File: config.mk
export PLATFORM = sky130hd
export DESIGN_NAME = fetch_unit
export DESIGN_NICKNAME = d
export VERILOG_FILES = /design/src/rtl/fetch_unit_pkg.sv /design/src/rtl/fetch_unit_branch_lut.sv /design/src/rtl/fetch_unit.sv
export SDC_FILE = /design/constraint.sdc
export NUM_CORES = 1
export LEC_CHECK = 0
export ABC_AREA = 1
export CORE_MARGIN = 10
export CORE_UTILIZATION = 55
export DETAILED_ROUTE_END_ITERATION = 6
export PLACE_DENSITY = 0.86
export SLEW_MARGIN = 20
export SYNTH_ARGS = -nofsm -noshare
export SYNTH_HDL_FRONTEND = slang
export SYNTH_SLANG_ARGS = --single-unit
File: constraint.sdc
create_clock -name clk -period 7.5 [get_ports clk]
set_input_delay 1.125 -clock clk [delete_from_list [all_inputs] [get_ports clk]]
set_output_delay 1.125 -clock clk [all_outputs]
set_load 0.01 [all_outputs]
File: src/rtl/fetch_unit_pkg.sv
// Shared definitions for the fetch unit: state encoding, widths and the
// power-on contents of the branch-target LUT.
package fetch_unit_pkg;

  localparam int PC_W      = 10;
  localparam int LUT_N     = 8;
  localparam int LUT_IDX_W = $clog2(LUT_N);

  typedef enum logic [1:0] {
    IDLE = 2'd0,
    RUN  = 2'd1,
    DONE = 2'd2
  } fetch_state_e;

  // Entry i defaults to i*64 so every target is distinct and easy to spot.
  localparam logic [31:0] LUT_DEFAULT [LUT_N] = '{
    32'h000, 32'h040, 32'h080, 32'h0C0,
    32'h100, 32'h140, 32'h180, 32'h1C0
  };

  function automatic logic [31:0] lut_default(input int idx);
    if (idx >= 0 && idx < LUT_N) begin
      return LUT_DEFAULT[idx];
    end
    return 32'h0;
  endfunction

endpackage

File: src/rtl/fetch_unit_branch_lut.sv
// Branch-target register file: one synchronous write port, one combinational
// read port, entries restored to package defaults on reset.
module branch_lut #(
  parameter int PC_W  = fetch_unit_pkg::PC_W,
  parameter int LUT_N = fetch_unit_pkg::LUT_N,
  parameter int IDX_W = $clog2(LUT_N)
) (
  input  logic             clk,
  input  logic             reset,
  input  logic             we,
  input  logic [IDX_W-1:0] wr_addr,
  input  logic [PC_W-1:0]  wr_data,
  input  logic [IDX_W-1:0] rd_addr,
  output logic [PC_W-1:0]  rd_data
);
  import fetch_unit_pkg::*;

  logic [PC_W-1:0] entry_w [LUT_N];

  genvar gi;
  generate
    for (gi = 0; gi < LUT_N; gi++) begin : g_entry
      localparam logic [31:0] RST_VAL = lut_default(gi);
      logic [PC_W-1:0] entry_q;

      always_ff @(posedge clk or posedge reset) begin
        if (reset) begin
          entry_q <= RST_VAL[PC_W-1:0];
        end else if (we && (wr_addr == IDX_W'(gi))) begin
          entry_q <= wr_data;
        end
      end

      assign entry_w[gi] = entry_q;
    end
  endgenerate

  // Reads see the pre-edge contents, so a same-cycle write is not forwarded.
  assign rd_data = entry_w[rd_addr];

endmodule

File: src/rtl/fetch_unit.sv
// Program counter sequencer: IDLE/RUN/DONE control with increment, stall,
// halt and LUT-indexed branch.
module fetch_unit #(
  parameter int PC_W  = fetch_unit_pkg::PC_W,
  parameter int LUT_N = fetch_unit_pkg::LUT_N
) (
  input  logic                     clk,
  input  logic                     reset,
  input  logic                     start,
  input  logic                     stall,
  input  logic                     branch_en,
  input  logic [$clog2(LUT_N)-1:0] branch_idx,
  input  logic                     ctrl_ack_out,
  input  logic                     lut_we,
  input  logic [$clog2(LUT_N)-1:0] lut_addr,
  input  logic [PC_W-1:0]          lut_data,
  output logic [PC_W-1:0]          prog_ctr,
  output logic                     running,
  output logic                     done
);
  import fetch_unit_pkg::*;

  localparam int IDX_W = $clog2(LUT_N);

  fetch_state_e    state_q;
  logic [PC_W-1:0] pc_q;
  logic            running_q;
  logic            done_q;
  logic [PC_W-1:0] target_w;

  branch_lut #(
    .PC_W  (PC_W),
    .LUT_N (LUT_N),
    .IDX_W (IDX_W)
  ) u_lut (
    .clk     (clk),
    .reset   (reset),
    .we      (lut_we),
    .wr_addr (lut_addr),
    .wr_data (lut_data),
    .rd_addr (branch_idx),
    .rd_data (target_w)
  );

  always_ff @(posedge clk or posedge reset) begin
    if (reset) begin
      state_q   <= IDLE;
      pc_q      <= '0;
      running_q <= 1'b0;
      done_q    <= 1'b0;
    end else begin
      case (state_q)
        IDLE: begin
          pc_q <= '0;
          if (start) begin
            state_q   <= RUN;
            running_q <= 1'b1;
          end
        end
        RUN: begin
          // Halt outranks stall, which outranks branch; a stalled branch
          // is simply re-sampled once stall drops.
          if (ctrl_ack_out) begin
            state_q   <= DONE;
            running_q <= 1'b0;
            done_q    <= 1'b1;
          end else if (stall) begin
            pc_q <= pc_q;
          end else if (branch_en) begin
            pc_q <= target_w;
          end else begin
            pc_q <= pc_q + 1'b1;
          end
        end
        DONE: begin
          if (start) begin
            state_q   <= RUN;
            pc_q      <= '0;
            running_q <= 1'b1;
            done_q    <= 1'b0;
          end
        end
        default: begin
          state_q   <= IDLE;
          pc_q      <= '0;
          running_q <= 1'b0;
          done_q    <= 1'b0;
        end
      endcase
    end
  end

  assign prog_ctr = pc_q;
  assign running  = running_q;
  assign done     = done_q;

endmodule

==> flow_summary.json, run 1 <==
{
  "final_common_cell": "nand2_1",
  "num_rows": 33,
  "cp_cell_sequence": "clkdlybuf4s50_1 -> inv_2 -> nand3_1 -> nand3_1 -> nand3_1 -> nand2_1 -> nand2_1 -> nand2_1",
  "ys_ff_latch": 94,
  "portBuffers": 34,
  "share_seq_of_total_power_pct": 51.1,
  "holdCritStartpoint": "u_lut.g_entry[6].entry_q[6]",
  "drive_gt1_share_pct": 6.66,
  "synthAdderAreaFrac_pct": 0.275,
  "start_util_pct": 56.0,
  "switchingPower_mw": 0.412,
  "ys_types": 25,
  "vias": 3937,
  "io_pins": 35,
  "fmax_ghz": 0.359,
  "antenna_left": 0,
  "rrSetupSlack_ns": 6.05,
  "final_cell_mix": "201 x nand2_1, 83 x o21ai_0, 82 x dfrtp_1",
  "coreArea_um2": 8130,
  "firstDrtPassIters": 5,
  "rr_worst_depth": 8,
  "syn-num-nets": 605,
  "drt-total-wl_um": 10900,
  "grt_overflow": 0,
  "clockBufferDepth": 2,
  "synthCells": 581,
  "r2r_start": "prog_ctr[0]",
  "fin_nets": 620,
  "path_class": "input pin to register",
  "grt_pass1_wl_um": 18300,
  "drt-wirelength-per-cell_um": 15.5,
  "yosysWarnings": 0,
  "finalWeightedCongestion": 0.850,
  "max_cap_viol_count": 0,
  "synthToLayoutAreaGrowth_pct": 11.5,
  "hp-class": "register to register",
  "cts_tree": "yes",
  "synth_area_per_cell_um2": 7.83,
  "worst_slack_ns": 4.71,
  "p_int_mw": 0.930,
  "slew_headroom_pct": 38.7,
  "fp.dieW_um": 111,
  "cts_setup_buffers": 0,
  "via_per_inst": 5.58,
  "die-height_um": 111,
  "p_sw_share_pct": 30.7,
  "pwr-share-comb_pct": 20.7,
  "fin_setup_tns_ns": 0,
  "synth_top_family_by_area": "simple AND/OR/NAND/NOR gates",
  "dp_slack_ns": 4.40,
  "syn_area_um2": 4550,
  "powerDensity_nw_per_um2": 264,
  "crit_family": "buffers and inverters",
  "synth-simple-area-share_pct": 27.5,
  "hold-path-cell-count": 2,
  "path_buf_inv": 2,
  "period_minus_slack_ns": 2.79,
  "synth_compound_area_share_pct": 11.9,
  "clk_pin_slew_worst_paths_ns": 0.09,
  "status": "completed",
  "seq_area_frac_synth_pct": 52.0,
  "grt_pass1_vias": 3837,
  "synthMuxAreaShare_pct": 0,
  "hold_end": "u_lut.g_entry[6].entry_q[6]",
  "pwr-share-clk_pct": 28.2,
  "n_antenna_cell": 0,
  "dieArea_um2": 12300,
  "slowest_delay_ns": 0.97,
  "clk_latency_ns": 0.37,
  "drcViolationCount": 0,
  "max-vdd-ir-drop_uv": 113,
  "critical_path_arrival_ns": 3.05,
  "worst_setup_path_start_kind": "input pin",
  "power.leakage_nw": 2.43,
  "critical_path.max_fanout": 23,
  "post-route-period-util_pct": 37.2,
  "final.setup_skew_ns": 0.0122,
  "hold_viol": 0,
  "rsz0062_at_grt": "false",
  "cts_resized": 0,
  "synthXorXnorAreaFrac_pct": 0.192,
  "worstPathRequired_ns": 7.77,
  "grt_max_degree": 55,
  "worstMarginPinSlew_ns": 0.920,
  "holdBufCountCts": 0,
  "track_usage_pct": 17.8,
  "cts-root-buf": "clkbuf_8",
  "setup_viol": 0,
  "drv_slew": 0,
  "rr_endpoint": "prog_ctr[8]",
  "dp_hpwl_um": 7110,
  "crit_path_end_kind": "register",
  "h-tree-depth": 3,
  "cts_buffers": 9,
  "cts_sinks": 94,
  "slowest_stage": "clkdlybuf4s50_1",
  "antenna_found_initial": 0,
  "drtIter0Drc": 247
}
worst register-to-register path: cells and delay by family (launching register included):
family                   cells  cell delay [ns]
AND/OR/NAND/NOR              7             0.67
flip-flops                   1             0.45
adder cells (fa/ha/maj)      1             0.23
kinds of logic after synthesis:
| kind of cell | after synthesis |
|---|---|
| simple gates | 303 |
| fa+ha+maj | 1 |
| compound gates | 102 |
| buf+inv | 80 |
| flops | 94 |
| xor+xnor | 1 |
power groups by stage:
stage / sequential [mW] / combinational [mW] / clock, mW
6_report: 0.686 / 0.278 / 0.378
5_1_grt: 0.697 / 0.320 / 0.404
4_1_cts: 0.684 / 0.279 / 0.379
3_5_place_dp: 0.693 / 0.276 / 0
3_3_place_gp: 0.689 / 0.265 / 0
2_1_floorplan: 0.682 / 0.186 / 0
metal layers:
layer	global-route usage, %	vias to the layer above	wire, µm	part of all wire, %
li1	-	1898	-	-
met1	22.9	1871	4870	45
met2	27.5	153	5040	46
met3	5.03	15	838	7.7
met4	7.12	0	172	1.6
met5	0	-	0	0
per-stage QoR:
stage / total power, mW / std cells / cell area (µm²) / hold WS (ns) / utilization [%]
3_3_place_gp: 0.954 / 690 / 4840 / 0.464 / 59.5
2_1_floorplan: 0.867 / 581 / 4550 / 0.448 / -
5_1_grt: 1.42 / 706 / 5070 / 0.519 / 62.4
6_report: 1.34 / 706 / 5070 / 0.491 / 62.4
3_5_place_dp: 0.970 / 690 / 4840 / 0.473 / 59.5
4_1_cts: 1.34 / 706 / 5070 / 0.496 / 62.3
area by class of cell:
type	instances	area, µm²
Inverter	49	185
Timing Repair Buffer	35	343
Sequential cell	94	2370
Fill cell	692	3060
Clock inverter	5	83.8
Clock buffer	11	141
Tap cell	105	131
Multi-Input combinational cell	407	1820
cell usage after synthesis (all sizes together):
library cell | instances | share of area, %
nand2 | 206 | 17
nor2 | 25 | 2.1
o21ai | 84 | 9.2
nand3 | 68 | 7.5
inv | 48 | 4.0
dfstp | 12 | 6.9
xor2 | 1 | 0.19
nand3b | 3 | 0.49
nor3 | 1 | 0.11
dfrtp | 82 | 45
clkinv | 1 | 0.082
ha | 1 | 0.27
o211ai | 10 | 1.8
clkbuf | 15 | 1.3
a21oi | 8 | 0.88
buf | 16 | 2.8
registers in the layout, summed over array words and instances (netlist names):
name                   count
state_q                    2
u_lut.g_entry.entry_q     80
done                       1
prog_ctr                  10
running                    1
how the worst max path moves through the flow:
stage / from / endpoint / slack, ns / depth (start not counted)
after floorplan: reset / done / 3.95 / 1
after global placement: branch_idx[1] / prog_ctr[1] / 4.43 / 8
after detailed placement: branch_idx[1] / prog_ctr[0] / 4.40 / 8
after CTS: branch_idx[1] / prog_ctr[0] / 4.77 / 8
after global routing: branch_idx[1] / prog_ctr[1] / 4.58 / 8
final: branch_idx[1] / prog_ctr[3] / 4.71 / 8
(Power assumes the default switching activity.)
==> run 2: changes to the inputs <==
==> constraint.sdc (replaced) <==
create_clock -name clk -period 2.81 [get_ports clk]
set_input_delay 0.4215 -clock clk [delete_from_list [all_inputs] [get_ports clk]]
set_output_delay 0.4215 -clock clk [all_outputs]
set_load 0.01 [all_outputs]
==> run 2 against run 1 <==
Against the previous run: global-route usage down 0.62 points; routed wire length down 2.6%; non-clock buffer count up 4; highest routed layer unchanged; die area unchanged; sequential cell count unchanged; setup slack worse by 3.7 ns; sequential power rose to 2.7 times the previous value; critical path type is now register to output port; largest cell class unchanged; core utilization up 0.22 points.
==> flow_summary.json, run 2 (synthesis results as in run 1) <==
{
  "status": "completed",
  "drtIter0Drc": 327,
  "final_cell_mix": "201 x nand2_1, 83 x o21ai_0, 82 x dfrtp_1",
  "instances_no_fill": 710,
  "fill_cells": 690,
  "start_util_pct": 56.0,
  "rsz0062_at_grt": "false",
  "final.setup_skew_ns": 0.00573,
  "crit_path_end_kind": "output port",
  "n_antenna_cell": 0,
  "cts_tree": "yes",
  "antenna_found_initial": 0,
  "slowest_delay_ns": 0.58,
  "worstPathRequired_ns": 2.39,
  "r2r_start": "prog_ctr[0]",
  "path_class": "register to output port",
  "worstMarginPinSlew_ns": 0.656,
  "hold_viol": 0,
  "cts_resized": 0,
  "rrSetupSlack_ns": 1.37,
  "grt_max_degree": 76,
  "critical_path.max_fanout": 7,
  "rr_endpoint": "prog_ctr[8]",
  "slew_headroom_pct": 56.2,
  "finalWeightedCongestion": 0.844,
  "drive_gt1_share_pct": 7.44,
  "drcViolationCount": 0,
  "slowest_stage": "clkdlybuf4s50_1",
  "track_usage_pct": 17.2,
  "io_pins": 35,
  "vias": 3972,
  "cts_sinks": 94,
  "firstDrtPassIters": 5,
  "die-height_um": 111,
  "grt_pass1_vias": 3686,
  "antenna_left": 0,
  "power.leakage_nw": 2.45,
  "top_register": "u_lut.g_entry.entry_q",
  "rr_worst_depth": 8,
  "cts-root-buf": "clkbuf_8",
  "clk_latency_ns": 0.37,
  "num_rows": 33,
  "cp_cell_sequence": "clkdlybuf4s50_1",
  "via_per_inst": 5.59,
  "dp.cells": 694,
  "max_cap_viol_count": 0,
  "largest_reg_flops": 80,
  "grt_pass1_wl_um": 17900,
  "grt_overflow": 0,
  "drt-wirelength-per-cell_um": 15.0,
  "path_buf_inv": 1,
  "dieArea_um2": 12300,
  "worst_setup_path_start_kind": "register",
  "drt-total-wl_um": 10600,
  "coreArea_um2": 8130,
  "drv_slew": 0,
  "max-vdd-ir-drop_uv": 375,
  "dp_hpwl_um": 7060,
  "clockBufferDepth": 2,
  "crit_family": "buffers and inverters",
  "holdBufCountCts": 0,
  "cts_buffers": 9,
  "h-tree-depth": 3,
  "portBuffers": 34,
  "setup_viol": 0,
  "fmax_ghz": 0.545,
  "critical_path_arrival_ns": 1.41,
  "post-route-period-util_pct": 65.2,
  "cts_setup_buffers": 0,
  "fp.dieW_um": 111,
  "period_minus_slack_ns": 1.83,
  "fin_setup_tns_ns": 0,
  "powerDensity_nw_per_um2": 690,
  "fin_nets": 624,
  "synthToLayoutAreaGrowth_pct": 11.9,
  "p_total_mw": 3.51,
  "clk_pin_slew_worst_paths_ns": 0.10,
  "final_common_cell": "nand2_1",
  "hp-class": "input pin to async pin"
}
## run 2: changes by cell type in the layout (fill, tap and decap cells not counted), sizes merged
cell,change
buf,+4
bufinv,-1
clkbuf,-2
clkinv,-1
inv,+4
## run 2: worst max path at each step
stage	startpoint	to	slack (ns)	depth (start not counted)
2_1_floorplan	reset	done	1.29	1
3_3_place_gp	lut_we	u_lut.g_entry[3].entry_q[7]	0.77	5
3_5_place_dp	lut_we	u_lut.g_entry[3].entry_q[5]	0.64	5
4_1_cts	prog_ctr[5]	prog_ctr[5]	0.96	1
5_1_grt	lut_we	u_lut.g_entry[3].entry_q[6]	0.73	5
6_report	prog_ctr[5]	prog_ctr[5]	0.98	1
## run 2: metal layers
metal,share of wire (%),GRT usage [%]
met4,0.99,4.25
met1,45,23.2
met2,46,26.8
met3,7.7,4.38
met5,0,0
## run 2: power breakdown
part / switching, mW / total, mW / leakage (nW) / internal (mW)
Sequential: 0.177 / 1.82 / 1.16 / 1.65
Clock: 0.513 / 0.938 / 0.103 / 0.425
Combinational: 0.438 / 0.750 / 1.18 / 0.311
Total: 1.13 / 3.51 / 2.45 / 2.38
## run 2: area by class of cell
class	instances	area, µm²	area share (%)
sequential	94	2370	46.5
multi-input combinational	407	1820	35.7
timing repair buffer	39	385	7.57
inverter	49	188	3.69
tap	105	131	2.58
clock buffer	9	124	2.43
clock inverter	7	80.1	1.57
## run 2: stage by stage
| step | setup WS [ns] | hold WS, ns | cell area [µm²] | utilization, % |
|---|---|---|---|---|
| after floorplan | 1.29 | 0.448 | 4560 | - |
| after global placement | 0.767 | 0.460 | 4890 | 60.1 |
| after detailed placement | 0.644 | 0.473 | 4890 | 60.1 |
| after CTS | 0.964 | 0.417 | 5090 | 62.6 |
| after global routing | 0.732 | 0.440 | 5090 | 62.6 |
| final | 0.977 | 0.411 | 5090 | 62.6 |
==> run 3: changes to the inputs <==
==> constraint.sdc (replaced) <==
create_clock -name clk -period 1.8 [get_ports clk]
set_input_delay 0.27 -clock clk [delete_from_list [all_inputs] [get_ports clk]]
set_output_delay 0.27 -clock clk [all_outputs]
set_load 0.01 [all_outputs]
==> run 3 against run 2 <==
Against the previous run: hold slack lost 0.12 ns; sequential cell count is the same; sequential power grew 57%; core utilization grew 1.8 points; combinational power grew 63%; sequential share of layout area shrank 1.3 points; via count grew 2.2%; design area grew 2.9%; highest routed layer unchanged; clock skew grew 0.0015 ns.
==> flow_summary.json, run 3 (synthesis results as in run 1) <==
{
  "share_seq_of_total_power_pct": 52.8,
  "portBuffers": 34,
  "cts_setup_buffers": 0,
  "power.leakage_nw": 2.52,
  "synthToLayoutAreaGrowth_pct": 15.1,
  "path_buf_inv": 1,
  "fill_cells": 660,
  "firstDrtPassIters": 5,
  "cts_tree": "yes",
  "clockBufferDepth": 2,
  "drtIter0Drc": 515,
  "drcViolationCount": 0,
  "io_pins": 35,
  "final_common_cell": "nand2_1",
  "vias": 4059,
  "grt_overflow": 0,
  "final_cell_mix": "201 x nand2_1, 83 x o21ai_0, 82 x dfrtp_1",
  "pwr-share-clk_pct": 24.6,
  "hp-class": "input pin to async pin",
  "status": "completed",
  "dieArea_um2": 12300,
  "fp.dieW_um": 111,
  "slowest_delay_ns": 0.59,
  "max-vdd-ir-drop_uv": 489,
  "critical_path_cell_count": 1,
  "fmax_ghz": 0.594,
  "antenna_found_initial": 0,
  "worstPathRequired_ns": 1.53,
  "top_register": "u_lut.g_entry.entry_q",
  "clk_latency_ns": 0.36,
  "switchingPower_mw": 1.73,
  "finalWeightedCongestion": 0.861,
  "rrSetupSlack_ns": 0.29,
  "drive_gt1_share_pct": 9.39,
  "p_int_mw": 3.68,
  "grt_max_degree": 46,
  "cts-root-buf": "clkbuf_8",
  "cts_sinks": 94,
  "p_sw_share_pct": 32.0,
  "setup_viol": 0,
  "critical_path_arrival_ns": 1.41,
  "crit_path_end_kind": "output port",
  "antenna_left": 0,
  "r2r_start": "prog_ctr[0]",
  "slew_headroom_pct": 59.8,
  "largest_reg_flops": 80,
  "via_per_inst": 5.61,
  "critical_path.max_fanout": 7,
  "drt-total-wl_um": 11200,
  "fin_nets": 637,
  "num_rows": 33,
  "seq_area_um2": 2370,
  "rr_worst_depth": 8,
  "crit_family": "buffers and inverters",
  "grt_pass1_wl_um": 19400,
  "dp_hpwl_um": 7910,
  "multi_input_area_um2": 1820,
  "rsz0062_at_grt": "false",
  "hold_viol": 0,
  "period_minus_slack_ns": 1.68,
  "cp_cell_sequence": "clkdlybuf4s50_1",
  "post-route-period-util_pct": 93.5,
  "drt-wirelength-per-cell_um": 15.5,
  "grt_pass1_vias": 4002,
  "pwr-share-comb_pct": 22.6,
  "fin_setup_tns_ns": 0,
  "crit_end": "prog_ctr[5]",
  "max_cap_viol_count": 0,
  "final.setup_skew_ns": 0.00720,
  "placedInstanceArea_um2": 5050,
  "h-tree-depth": 3,
  "cp-startpoint": "prog_ctr[5]",
  "powerDensity_nw_per_um2": 1030,
  "slowest_stage": "clkdlybuf4s50_1",
  "worstMarginPinSlew_ns": 0.601,
  "track_usage_pct": 18.5,
  "die-height_um": 111,
  "drv_slew": 0,
  "cts_resized": 0,
  "path_class": "register to output port",
  "fin_area_um2": 5240,
  "coreArea_um2": 8130,
  "worst_setup_path_start_kind": "register",
  "holdBufCountCts": 0,
  "start_util_pct": 56.0,
  "n_antenna_cell": 0,
  "rr_endpoint": "prog_ctr[8]",
  "cts_buffers": 9,
  "clk_pin_slew_worst_paths_ns": 0.09
}
-- run 3: changes by cell type in the layout (fill, tap and decap cells not counted), sizes merged --
cell	before	now
bufinv	1	0
clkinv	2	3
clkinvlp	2	3
buf	6	19
inv	51	48
clkbuf	9	11
-- run 3: power groups by stage --
| stage | clock network [mW] | logic (mW) | registers [mW] |
|---|---|---|---|
| after floorplan | 0 | 0.775 | 2.84 |
| after global placement | 0 | 1.16 | 2.85 |
| after detailed placement | 0 | 1.23 | 2.88 |
| after CTS | 1.35 | 1.23 | 2.84 |
| after global routing | 1.45 | 1.40 | 2.90 |
| final | 1.33 | 1.22 | 2.85 |
-- run 3: area by class of cell --
cell class / instances / share of cell area [%]
flip-flops and latches: 94 / 45.2
multi-input cells: 407 / 34.7
repair buffers: 52 / 10.4
inverters: 49 / 3.58
clock buffers: 11 / 2.89
well taps: 105 / 2.51
clock inverters: 5 / 0.788
-- run 3: worst min path at each step --
stage	from	end	slack (ns)	depth (start not counted)
floorplan	lut_data[0]	u_lut.g_entry[7].entry_q[0]	0.39	2
global placement	u_lut.g_entry[3].entry_q[1]	u_lut.g_entry[3].entry_q[1]	0.46	2
detailed placement	u_lut.g_entry[2].entry_q[5]	u_lut.g_entry[2].entry_q[5]	0.47	2
CTS	reset	u_lut.g_entry[5].entry_q[2]	0.30	2
global route	reset	u_lut.g_entry[5].entry_q[2]	0.32	2
finish	reset	u_lut.g_entry[5].entry_q[2]	0.29	2
-- run 3: routing by layer --
metal | global-route usage, % | up-vias | share of wire, %
met2 | 28.0 | 198 | 46
met4 | 6.42 | 0 | 1.2
met3 | 4.44 | 10 | 8.2
met5 | 0 | - | 0
li1 | - | 1925 | -
met1 | 25.3 | 1926 | 45
-- run 3: stage by stage --
step           hold WS [ns]  utilization, %  total power, mW  setup slack, ns  std cells
2_1_floorplan         0.391               -             3.61            0.434        581
3_3_place_gp          0.465            62.1             4.01            0.178        707
3_5_place_dp          0.473            62.1             4.11           0.0954        707
4_1_cts               0.301            64.4             5.43            0.116        723
5_1_grt               0.320            64.4             5.76           0.0831        723
6_report              0.292            64.4             5.41            0.118        723
